File: src/rtl/mem_port_arbiter.sv
// Arbitrates one single-ported RAM between the instruction-fetch and data requesters.
// Define MEM_ARB_RR_EN to switch from fixed data priority to round-robin arbitration.
module mem_port_arbiter #(
  parameter int RAM_LAT = 2,
  parameter int AW      = 32,
  parameter int DW      = 32
) (
  input  logic          CLK,
  input  logic          RST,
  input  logic          iREN,
  input  logic [AW-1:0] iaddr,
  input  logic          dREN,
  input  logic          dWEN,
  input  logic [AW-1:0] daddr,
  input  logic [DW-1:0] dstore,
  input  logic [DW-1:0] ramload,
  output logic          ihit,
  output logic          dhit,
  output logic [DW-1:0] iload,
  output logic [DW-1:0] dload,
  output logic          ramREN,
  output logic          ramWEN,
  output logic [AW-1:0] ramaddr,
  output logic [DW-1:0] ramstore,
  output logic          busy
);

  localparam int CW = $clog2(RAM_LAT + 1);

  typedef enum logic [1:0] {IDLE, ACC, DONE} state_t;

  state_t          r_state;
  state_t          w_nextState;
  logic [CW-1:0]   r_count;
  logic [CW-1:0]   w_nextCount;
  logic            r_ownerD;
  logic            r_write;
  logic [AW-1:0]   r_addr;
  logic [DW-1:0]   r_store;
  logic [DW-1:0]   r_iload;
  logic [DW-1:0]   r_dload;
  logic            w_dReq;
  logic            w_grant;
  logic            w_grantD;

  assign w_dReq  = dREN | dWEN;
  assign w_grant = w_dReq | iREN;

`ifdef MEM_ARB_RR_EN
  logic r_lastOwnerD;

  // On contention the requester that lost the previous grant goes first.
  assign w_grantD = w_dReq & (~iREN | ~r_lastOwnerD);

  always_ff @(posedge CLK) begin
    if (RST) begin
      r_lastOwnerD <= 1'b0;
    end else if (r_state == IDLE && w_grant) begin
      r_lastOwnerD <= w_grantD;
    end
  end
`else
  assign w_grantD = w_dReq;
`endif

  assign iload = r_iload;
  assign dload = r_dload;

  always_comb begin
    w_nextState = r_state;
    w_nextCount = r_count;
    ramREN      = 1'b0;
    ramWEN      = 1'b0;
    ramaddr     = '0;
    ramstore    = '0;
    ihit        = 1'b0;
    dhit        = 1'b0;
    busy        = 1'b1;
    case (r_state)
      IDLE: begin
        busy = 1'b0;
        if (w_grant) begin
          w_nextState = ACC;
          w_nextCount = CW'(RAM_LAT - 1);
        end
      end
      ACC: begin
        ramREN   = ~r_write;
        ramWEN   = r_write;
        ramaddr  = r_addr;
        ramstore = r_store;
        if (r_count == '0) begin
          w_nextState = DONE;
        end else begin
          w_nextCount = r_count - CW'(1);
        end
      end
      DONE: begin
        // A requester that dropped its request (flush) gets no completion strobe.
        ihit        = ~r_ownerD & iREN;
        dhit        = r_ownerD & w_dReq;
        w_nextState = IDLE;
      end
      default: w_nextState = IDLE;
    endcase
  end

  always_ff @(posedge CLK) begin
    if (RST) begin
      r_state  <= IDLE;
      r_count  <= '0;
      r_ownerD <= 1'b0;
      r_write  <= 1'b0;
      r_addr   <= '0;
      r_store  <= '0;
      r_iload  <= '0;
      r_dload  <= '0;
    end else begin
      r_state <= w_nextState;
      r_count <= w_nextCount;
      if (r_state == IDLE && w_grant) begin
        r_ownerD <= w_grantD;
        r_write  <= w_grantD & dWEN;
        r_addr   <= w_grantD ? daddr : iaddr;
        r_store  <= w_grantD ? dstore : '0;
      end
      // Read data is captured even for a flushed access.
      if (r_state == ACC && r_count == '0 && !r_write) begin
        if (r_ownerD) begin
          r_dload <= ramload;
        end else begin
          r_iload <= ramload;
        end
      end
    end
  end

endmodule

File: config.mk
export PLATFORM = sky130hd
export DESIGN_NAME = mem_port_arbiter
export DESIGN_NICKNAME = d
export VERILOG_FILES = /design/src/rtl/mem_port_arbiter.sv
export SDC_FILE = /design/constraint.sdc
export NUM_CORES = 1
export LEC_CHECK = 0
export BUFFER_PORTS_ARGS = -buffer_cell sky130_fd_sc_hd__buf_4
export CAP_MARGIN = 20
export CORE_UTILIZATION = 44
export CTS_BUF_LIST = sky130_fd_sc_hd__clkbuf_8
export CTS_CLUSTER_DIAMETER = 30
export DETAILED_ROUTE_END_ITERATION = 10
export PLACE_DENSITY = 0.78
export SLEW_MARGIN = 20
export SYNTH_ARGS = -nofsm -noshare
export SYNTH_HDL_FRONTEND = slang
export SYNTH_SLANG_ARGS = --single-unit
File: constraint.sdc
create_clock -name CLK -period 1.5 [get_ports CLK]
set_input_delay 0 -clock CLK [delete_from_list [all_inputs] [get_ports CLK]]
set_output_delay 0 -clock CLK [all_outputs]
set_load 0.1 [all_outputs]
Word level (Yosys, flattened, before mapping)
Cells that the tools add are included.

storage, ports and cells
  logic and storage cells = 46
  flip-flop bits (word level) = 134
  output and inout bits = 133
  bits of input ports = 133

operators by class
  mux-type cells = 14
  bitwise operators = 7
  $add $sub $neg = 1
  equality and inequality tests = 5
  reductions and logical operators = 11

operators with widths
  operator                                              number
  two-way mux 32 bit                                    4
  one-hot mux 2 bit (2 select lines)                    2
  two-way mux 2 bit                                     3
  AND reduction 2 bit                                   3
  two-way mux 1 bit                                     5
  zero test 2 bit                                       2
  != test 2 bit (second input constant)                 2
  AND 1 bit                                             3
  logical AND 1 bit                                     3
  AND reduction 3 bit                                   1
  equality test 2 x 1 -> 1 bit (second input constant)  1
  equality test 2 bit (second input constant)           1
  != test 2 x 1 -> 1 bit (second input constant)        1
  inverter 1 bit                                        2
  OR 1 bit                                              2
  nonzero test 2 bit                                    1
  subtractor 2 x 1 -> 2 bit (second input constant)     1
  zero test 1 bit                                       1

Logic depth before layout (Yosys ltp)
  depth after elaboration = 4
  mapped depth = 6
  depth with buffers taken out = 5

Worst setup path before layout
No wires, ideal clock.

  path kind = reg-to-output
  start = reg r_state[1]
  end = out ihit
  data required time = 1.500 ns
  cell stages (with the launch flop) = 2
  path buffers = 0
  arrival = 3.530 ns
  setup slack = -2.030 ns
  cells stage by stage = dfxtp_1 nor4b_1

between the ends
  cells in the longest elaborated chain, start to end = 2

RTL lines
  item                      line  RTL
  start: declaration        32    state_t r_state;
  start signal: assignment  119   r_state <= w_nextState;
  equality test 2 bit       79    case (r_state)
  two-way mux 1 bit         79
  end: declaration          17    output logic ihit,

Every way passes these cells.

Final worst setup path
  start = reg r_state[1]
  end = out ramaddr[23]

between the ends
  cells in the longest elaborated chain, start to end = 2

RTL lines
  item                          line  RTL
  equality test 2 x 1 -> 1 bit  79
  two-way mux 32 bit            79
  end: declaration              23    output logic [AW-1:0] ramaddr,

Every way passes these cells.

==> flow_metrics.tcl <==
set metrics [dict create \
    path_delay_family "simple AND/OR/NAND/NOR gates" \
    pwr-share-clk_pct 27.6 \
    rsz0062_at_grt "true" \
    switching_power_w 0.00444 \
    cts_made_buffers 17 \
    cts-htree-levels 4 \
    hpwl_mm 11.7 \
    nets 1137 \
    netlist_area_mm2 0.00583 \
    fin_cells 1190 \
    max_stage_delay_ns 0.34 \
    path_clk_slew_ns 0.08 \
    fin_skew_ns 0.0109 \
    dp_cells 1010 \
    cp_common_cell "buf_6" \
    synth-seq-cells 134 \
    drv_slew 0 \
    finalWorstSetupSlack_ns -0.178 \
    final_layout_size_suffix_gt1_share_pct 41.4 \
    io_buffer_count 265 \
    routedWlPerCell_um 20.5 \
    crit_chain "and2b_4, buf_6, buf_6, and2_4, buf_12" \
    grt-ovfl-total 0 \
    critical_path_required_ns 1.50 \
    synth_ff_type "dfxtp_1" \
    grt_max_degree 115 \
    drc 0 \
    syn_to_final_growth_pct 89.8 \
    timing.final.crit_period_ns 1.68 \
    slowest_stage "dfxtp_4" \
    mostFrequentLayoutCell "buf_4" \
    finalCritPeriodShare_pct 112 \
    status "complete, but fails checks" \
    rrSetupSlack_ns 0.02 \
    initial_utilization_pct 45.6 \
    syn-num-nets 742 \
    whs_path_depth 3 \
    drt_iter0_drc 457 \
    ir_worst_vdd_uv 746 \
    power_density_mw_per_mm2 1090 \
    grt_pass1_vias 6860 \
    die_h_um 117 \
    mostFrequentLayoutCells "buf_4 (213), dlygate4sd3_1 (131), dfxtp_1 (130)" \
    max-cap-violations 0 \
    fin_util_pct 86.6 \
    clk_latency_ns 0.45 \
    dr.pass1.iters 5 \
    yosysWarnings 0 \
    p_seq_share_pct 34.2 \
    synthTopCellsByArea "dfxtp_1 (46%), mux2i_1 (11%), nand2b_1 (11%)" \
    cts_max_path_buffers 2 \
    hp-class "in -> reg" \
    synth_top_area_share_pct 46.0 \
    yosys.area.top_type "dfxtp_1" \
    vias 6495 \
    violations "negative setup slack" \
    cts_tree "built" \
    setup_viol 66 \
    cp.arrival_ns 1.68 \
    ys_types 33 \
    wl_mm 24.4 \
    min_from "RST" \
    rows 41 \
    drtAntennaViolNets 0 \
    startpoint_type "flop" \
    synth.avg_cell_area_um2 9.59 \
    cts_root_buffer "clkbuf_8" \
    timing.rr.start "r_state[1]" \
    tightest_slew_ns 0.361 \
    synth-edff-count 0 \
    grt_antenna_before_repair 3 \
    syn_inst 608 \
    timing.fmax_mhz 596 \
    final.setup.tns_ns -9.67 \
    grt_pass1_wl_mm 35.6 \
    p_int_w 0.00760 \
    hold_viol 0 \
    combPwrFrac_pct 38.2 \
    critical_path.endpoint_type "primary output" \
    leakage_nw 4.86 \
    slew_headroom_pct 75.9 \
    io_pins 266 \
    clock-sinks 134 \
    die_area_mm2 0.0137 \
    reg2regPathDepth 6 \
    ys_async_sr_fraction_pct 0 \
    fp.dieW_um 117 \
    vias_per_cell 5.46 \
    holdPathEnd "r_addr[7]" \
    critPathBufInv 3 \
    track_usage_pct 35.0 \
    synth_seq_area_share_pct 46.0 \
    core_mm2 0.0128 \
    critical_path_class "reg -> out" \
    gp_congestion 0.889 \
    p_sw_share_pct 36.9 \
    critical_path.max_fanout 7 \
    reg2reg_to "iload[24]" \
]
per-layer routing:
layer / vias to the layer above / routed length (µm) / GRT usage, %
met2: 405 / 12800 / 63.4
met5: - / 0 / 0
met1: 3062 / 8500 / 34.2
li1: 2912 / - / -
met3: 116 / 1550 / 9.68
met4: 0 / 1520 / 26.0
cells by family after synthesis:
logic type | share of synthesized area (%)
adders and majority gates | 0.215
buffers and inverters | 4.81
and+or+nand+nor | 21.5
AOI/OAI and AO/OA | 16.5
DFF | 46.0
muxes | 11.0
synth_stat cells, types with 2 or more instances:
cell type / instances
nor2_1: 4
nand2_1: 32
a22o_1: 32
a21oi_1: 34
nand2b_1: 98
clkbuf_1: 37
o21ai_0: 35
dfxtp_1: 134
a311oi_1: 32
buf_4: 3
buf_2: 11
buf_6: 4
inv_1: 4
nor3_1: 2
and2_1: 65
mux2i_1: 64
sequential cells by signal, indices dropped and copies added (netlist names):
register	flops
dload	32
iload	32
r_write	1
r_count	2
r_state	2
r_store	32
r_ownerD	1
r_addr	32
power by group through the flow:
stage / Clock, W / Combinational, W / Sequential, W
finish: 0.00332 / 0.00461 / 0.00412
global route: 0.00351 / 0.00475 / 0.00414
CTS: 0.00332 / 0.00437 / 0.00407
detailed placement: 0 / 0.00351 / 0.00415
global placement: 0 / 0.00347 / 0.00414
floorplan: 0 / 0.00196 / 0.00476
timing repair:
| item | CTS | global route |
|---|---|---|
| endpoints found under the hold margin | 130 | 0 |
| gates cloned | 5 | 1 |
| setup buffers | 8 | 3 |
| resized for setup | 219 | 48 |
| pin swaps | 3 | 11 |
| hold buffers | 131 | 0 |
| setup endpoints to repair | 79 | 127 |
worst reg2reg max path, stage by stage, from the launching register on:
cell and delay [ns]:
dfxtp_4 0.34, buf_4 0.16, nand2b_4 0.16, nor4_4 0.18, buf_4 0.21, clkbuf_16 0.18, mux2i_1 0.19
metrics by stage:
stage	power, W	instance area, µm²	worst slack [ns]	hold slack [ns]
CTS	0.0118	10900	-0.227	0.0597
global placement	0.00761	8150	0.0679	0.213
global route	0.0124	11100	-0.243	0.106
finish	0.0120	11100	-0.178	0.115
detailed placement	0.00766	8150	-0.0192	0.214
floorplan	0.00673	5980	-0.132	0.125
layout make-up:
class,count,area [µm²]
Clock buffer,20,275
Clock inverter,11,156
Multi-Input combinational cell,414,3110
Timing Repair Buffer,431,4580
Sequential cell,134,2700
Inverter,5,21.3
Fill cell,575,1710
Antenna cell,3,7.51
Tap cell,172,215
worst max path at each step:
stage	start	end	slack (ns)	depth (start not counted)
3_3_place_gp	r_count[0]	iload[18]	0.07	6
3_5_place_dp	r_count[0]	iload[14]	-0.02	6
6_report	r_state[1]	ramaddr[23]	-0.18	5
4_1_cts	r_state[1]	ramaddr[26]	-0.23	5
2_1_floorplan	r_state[0]	ramaddr[16]	-0.13	4
5_1_grt	r_state[1]	ramaddr[23]	-0.24	5
No activity file was read; power rests on OpenSTA's default activity.
